<file path="src/rtl/auto_play_sequencer.sv">
// Auto-play song sequencer: walks a song ROM and drives note/octave to the buzzer.
// Define LOOP_PLAY_EN to restart the song from entry 0 after completion instead of returning to IDLE.
module auto_play_sequencer #(
  parameter int unsigned BEAT_CYCLES = 25_000_000,
  parameter int unsigned GAP_CYCLES  = 2_500_000,
  parameter int unsigned SONG_LEN    = 64
) (
  input  logic       clk,
  input  logic       rst_n,
  input  logic       enable,
  input  logic       play_pulse,
  output logic [5:0] rom_addr,
  input  logic [7:0] rom_data,
  output logic [2:0] auto_note,
  output logic [1:0] auto_octave,
  output logic       playing,
  output logic       song_done
);

  typedef enum logic [2:0] {
    S_IDLE,
    S_FETCH,
    S_LOAD,
    S_SOUND,
    S_GAP,
    S_PAUSE,
    S_DONE
  } state_t;

  localparam logic [5:0]  LAST_IDX = 6'(SONG_LEN - 1);
  localparam logic [31:0] GAP_LOAD = (GAP_CYCLES == 0) ? 32'd0 : 32'(GAP_CYCLES - 1);

  state_t      r_state;
  state_t      r_held;
  logic [5:0]  r_idx;
  logic [31:0] r_cnt;
  logic [2:0]  r_note;
  logic [1:0]  r_octave;

  state_t      w_state_nxt;
  state_t      w_held_nxt;
  logic [5:0]  w_idx_nxt;
  logic [31:0] w_cnt_nxt;
  logic [2:0]  w_note_nxt;
  logic [1:0]  w_oct_nxt;

  state_t      w_run_state;
  logic [5:0]  w_run_idx;
  logic [31:0] w_run_cnt;
  logic [31:0] w_dur_cycles;

  assign w_dur_cycles = 32'(rom_data[2:0]) * 32'(BEAT_CYCLES) - 32'd1;

  // Where SOUND/GAP would go this cycle if undisturbed; a pause parks this result until resume.
  always_comb begin
    w_run_state = r_state;
    w_run_idx   = r_idx;
    w_run_cnt   = r_cnt - 32'd1;
    if (r_cnt == 32'd0) begin
      if (r_state == S_SOUND && GAP_CYCLES != 0) begin
        w_run_state = S_GAP;
        w_run_cnt   = GAP_LOAD;
      end else if (r_idx == LAST_IDX) begin
        w_run_state = S_DONE;
        w_run_cnt   = 32'd0;
      end else begin
        w_run_state = S_FETCH;
        w_run_idx   = r_idx + 6'd1;
        w_run_cnt   = 32'd0;
      end
    end
  end

  always_comb begin
    w_state_nxt = r_state;
    w_held_nxt  = r_held;
    w_idx_nxt   = r_idx;
    w_cnt_nxt   = r_cnt;
    w_note_nxt  = r_note;
    w_oct_nxt   = r_octave;
    if (!enable) begin
      w_state_nxt = S_IDLE;
      w_idx_nxt   = 6'd0;
      w_cnt_nxt   = 32'd0;
    end else begin
      case (r_state)
        S_IDLE: begin
          if (play_pulse) w_state_nxt = S_FETCH;
        end
        S_FETCH: w_state_nxt = S_LOAD;
        S_LOAD: begin
          w_note_nxt = rom_data[5:3];
          w_oct_nxt  = rom_data[7:6];
          if (rom_data[2:0] == 3'd0) begin
            w_state_nxt = S_DONE;
          end else begin
            w_state_nxt = S_SOUND;
            w_cnt_nxt   = w_dur_cycles;
          end
        end
        S_SOUND, S_GAP: begin
          w_idx_nxt = w_run_idx;
          w_cnt_nxt = w_run_cnt;
          if (play_pulse) begin
            w_state_nxt = S_PAUSE;
            w_held_nxt  = w_run_state;
          end else begin
            w_state_nxt = w_run_state;
          end
        end
        S_PAUSE: begin
          if (play_pulse) w_state_nxt = r_held;
        end
        S_DONE: begin
          w_idx_nxt = 6'd0;
          w_cnt_nxt = 32'd0;
`ifdef LOOP_PLAY_EN
          w_state_nxt = S_FETCH;
`else
          w_state_nxt = S_IDLE;
`endif
        end
        default: w_state_nxt = S_IDLE;
      endcase
    end
  end

  always_ff @(posedge clk or negedge rst_n) begin
    if (!rst_n) begin
      r_state  <= S_IDLE;
      r_held   <= S_IDLE;
      r_idx    <= 6'd0;
      r_cnt    <= 32'd0;
      r_note   <= 3'd0;
      r_octave <= 2'd0;
    end else begin
      r_state  <= w_state_nxt;
      r_held   <= w_held_nxt;
      r_idx    <= w_idx_nxt;
      r_cnt    <= w_cnt_nxt;
      r_note   <= w_note_nxt;
      r_octave <= w_oct_nxt;
    end
  end

  assign rom_addr    = r_idx;
  assign auto_note   = (r_state == S_SOUND) ? r_note : 3'd0;
  assign auto_octave = r_octave;
  assign playing     = (r_state == S_FETCH) || (r_state == S_LOAD) ||
                       (r_state == S_SOUND) || (r_state == S_GAP);
  assign song_done   = (r_state == S_DONE);

endmodule
</file>
<file path="config.mk">
export PLATFORM = sky130hd
export DESIGN_NAME = auto_play_sequencer
export DESIGN_NICKNAME = d
export VERILOG_FILES = /design/src/rtl/auto_play_sequencer.sv
export SDC_FILE = /design/constraint.sdc
export NUM_CORES = 1
export LEC_CHECK = 0
export BUFFER_PORTS_ARGS = -buffer_cell sky130_fd_sc_hd__buf_2
export CORE_UTILIZATION = 62
export DETAILED_ROUTE_END_ITERATION = 7
export MAX_ROUTING_LAYER = met4
export PLACE_DENSITY = 0.9
export SLEW_MARGIN = 40
export SYNTH_ARGS = -nofsm -noshare
export SYNTH_HDL_FRONTEND = slang
export SYNTH_SLANG_ARGS = --single-unit
</file>
<file path="constraint.sdc">
create_clock -name clk -period 3.96 [get_ports clk]
set_input_delay 0.198 -clock clk [delete_from_list [all_inputs] [get_ports clk]]
set_output_delay 0.198 -clock clk [all_outputs]
set_load 0.05 [all_outputs]
</file>
==> flow_summary.json <==
{
  "run_status": "complete, no violations",
  "synth_edf_count": 0,
  "routed-via-count": 4028,
  "grt_max_degree": 50,
  "period_minus_slack_ps": 3570,
  "track_usage_pct": 31.5,
  "root_buffer": "clkbuf_8",
  "hold_viol": 0,
  "setup.worst_path.end": "r_cnt[22]",
  "grt_pass1_wl_um": 17400,
  "drtIter0Drc": 456,
  "drc": 0,
  "area_growth_pct": 6.41,
  "hp-class": "in2reg",
  "drtPass1Iterations": 8,
  "relSlewSlack_pct": 57.1,
  "finalMaxSlewViolations": 0,
  "dp_slack_ps": 105,
  "holdWs_ps": 105,
  "cts_tree": "built",
  "syn_area_per_cell_um2": 8.25,
  "yosysUniqueCellTypes": 75,
  "rsz0062_at_grt": "false",
  "critical_path_class": "in2reg",
  "dp_hpwl_um": 7710,
  "cp_slowest_cell": "or4_1",
  "wl_per_cell_um": 17.9,
  "critPathMaxStageDelay_ps": 570,
  "dieWidth_um": 83.5,
  "synthArstFlopShare_pct": 100,
  "start_kind": "input port",
  "postCtsResizedCells": 0,
  "die_height_um": 83.5,
  "crit_path_max_fanout": 9,
  "grt_overflow_total": 0,
  "fin_worst_skew_ps": 16.3,
  "final.period_utilization_pct": 90.2,
  "leakage_nw": 1.96,
  "ir_worst_vdd_v": 0.000355,
  "htree_num_levels": 2,
  "crit_path_frequent_cell": "fa_1",
  "place_congestion": 1.01,
  "fmax_mhz": 280,
  "ff2ff_path_depth": 10,
  "crit_buf_inv": 1,
  "critPathTopFamily": "simple AND/OR/NAND/NOR gates",
  "port_buffers": 24,
  "ys.flop_type": "dfrtp_1",
  "yosys_warnings": 0,
  "cts_buffer_depth": 2,
  "fill_cells": 511,
  "clk_pin_slew_ps": 100,
  "initial_core_util_pct": 64.5,
  "postLayoutCellArea_um2": 4380,
  "grt_pass1_vias": 3679,
  "rrSetupSlack_ps": 650,
  "synth_area_um2": 4120,
  "fin_nets": 546,
  "yosys.area.top_type": "dfrtp_1",
  "core_region_area_um2": 6390,
  "max_cap_viol_count": 0,
  "fin_ws_ps": 388,
  "power.density_nw_per_um2": 480,
  "fin_setup_tns_ps": 0,
  "antenna_found_initial": 0,
  "cp_num_cells": 12,
  "wirelength_um": 10600,
  "ys_seq_area_share_pct": 29.8,
  "endpoint_kind": "flip-flop",
  "diodes": 0,
  "synth_cells": 499,
  "totalPowerFinal_mw": 2.10,
  "vias_per_cell": 6.82,
  "dieArea_um2": 6970,
  "clock_latency_ps": 320,
  "drive_gt1_share_pct": 13.8,
  "synth-seq-cells": 49,
  "cts_buffers": 5,
  "postRouteAntennaNets": 0,
  "cp.arrival_ps": 3820,
  "row_count": 29,
  "synth.net_count": 532,
  "reg2reg_to": "r_cnt[22]",
  "pin_count": 25,
  "startpoint": "rom_data[0]",
  "synthTopCellsByArea": "dfrtp_1, ha_1, o21ai_0",
  "cts_sinks": 49,
  "r2r_start": "r_cnt[0]",
  "postPlaceCellArea_um2": 4280,
  "required_ps": 4210,
  "finalSetupViolCount": 0,
  "worst_pin_slew_ps": 638,
  "crit_chain": "buf_2, fa_1, ha_1, fa_1, nand2b_1, a21oi_1, xor2_1, or4_1, or3_1, nor4_2, mux2i_1, o221a_1",
  "yosysTopAreaCellShare_pct": 29.8
}
[flip-flops by register name (all words and copies together) (netlist names)]
name         flops
r_held           3
r_state          3
rom_addr         6
r_cnt           32
auto_octave      2
r_note           3
[how the worst min path moves through the flow]
stage	depth (start not counted)	to	start	slack, ps
finish	2	auto_octave[1]	rom_data[7]	100
global route	2	auto_octave[1]	rom_data[7]	110
CTS	2	r_note[1]	rom_data[4]	110
detailed placement	1	r_cnt[31]	rst_n	250
global placement	2	auto_octave[0]	rom_data[6]	430
floorplan	0	auto_octave[0]	rst_n	-100
[metal layers]
| layer | part of all wire [%] | vias up | GRT usage (%) |
|---|---|---|---|
| met5 | 0 | - | - |
| met4 | 3.8 | 0 | 11.2 |
| met3 | 8.7 | 59 | 4.65 |
| met2 | 46 | 226 | 50.5 |
| met1 | 41 | 1880 | 41.0 |
| li1 | - | 1863 | - |
[what timing repair did]
item	in CTS	in global routing
endpoints found under the hold margin	49	0
setup endpoints to repair	0	0
hold buffers	1	0
buffers inserted	0	0
[cell usage after synthesis, types with 8 or more instances]
library cell / instances
a21o_1: 10
a21oi_1: 35
and3_1: 8
clkbuf_1: 18
dfrtp_1: 49
ha_1: 18
inv_1: 14
nand2_1: 44
nand3_1: 13
nor2_1: 45
nor3_1: 26
nor4_1: 8
o21ai_0: 43
xnor2_1: 18
xor2_1: 15
[stage by stage]
stage / util (%) / instances
after floorplan: - / 499
after global placement: 67.0 / 582
after detailed placement: 67.0 / 582
after CTS: 68.6 / 591
after global routing: 68.6 / 591
final: 68.6 / 591
[placed cells by master (no fill, tap or decap), types with 6 or more instances in the layout]
master,Yosys,routed
nand3_1,13,13
nor3_1,26,26
buf_4,1,9
a21oi_1,35,35
inv_1,14,14
nor4_1,8,8
nand2b_1,7,7
dfrtp_1,49,49
o21ai_0,43,43
nand2_1,44,44
ha_1,18,18
xnor2_1,18,18
xor2_1,15,15
nor2_1,45,45
or3_1,6,6
buf_2,6,23
and3_1,8,8
a21o_1,10,10
[power breakdown]
part | internal, mW | leakage [nW] | total (mW) | switching, mW
logic | 0.394 | 1.26 | 1.11 | 0.713
clock network | 0.126 | 0.0481 | 0.307 | 0.181
registers | 0.595 | 0.656 | 0.689 | 0.0945
[worst register-to-register path: cells and delay by family, from the launching register on]
| family | cells | cell delay, ps |
|---|---|---|
| AND/OR/NAND/NOR | 5 | 1950 |
| AO/OA/AOI/OAI | 3 | 580 |
| flip-flops | 1 | 410 |
| adder cells (fa/ha/maj) | 1 | 190 |
| buffers and inverters | 1 | 80 |
[area by class of cell]
class | instances | area [um^2] | area share, %
clock buffers | 5 | 68.8 | 1.57
clock inverters | 3 | 22.5 | 0.514
inverters | 15 | 56.3 | 1.28
multi-input cells | 409 | 2720 | 62.1
flip-flops and latches | 49 | 1230 | 28.0
well taps | 77 | 96.3 | 2.20
repair buffers | 33 | 193 | 4.40
[kinds of logic (layout without fill, tap and decap cells)]
kind of cell               Yosys count  in the layout  synth area share, %
adders and majority gates           21             21                 6.93
AOI/OAI and AO/OA                  150            150                 23.9
and+or+nand+nor                    197            197                 26.1
buffers and inverters               41             56                 4.19
DFF                                 49             49                 29.8
muxes                                8              8                 2.10
xor gates and xnor gates            33             33                 7.02
Power figures use the tool's default switching activity.
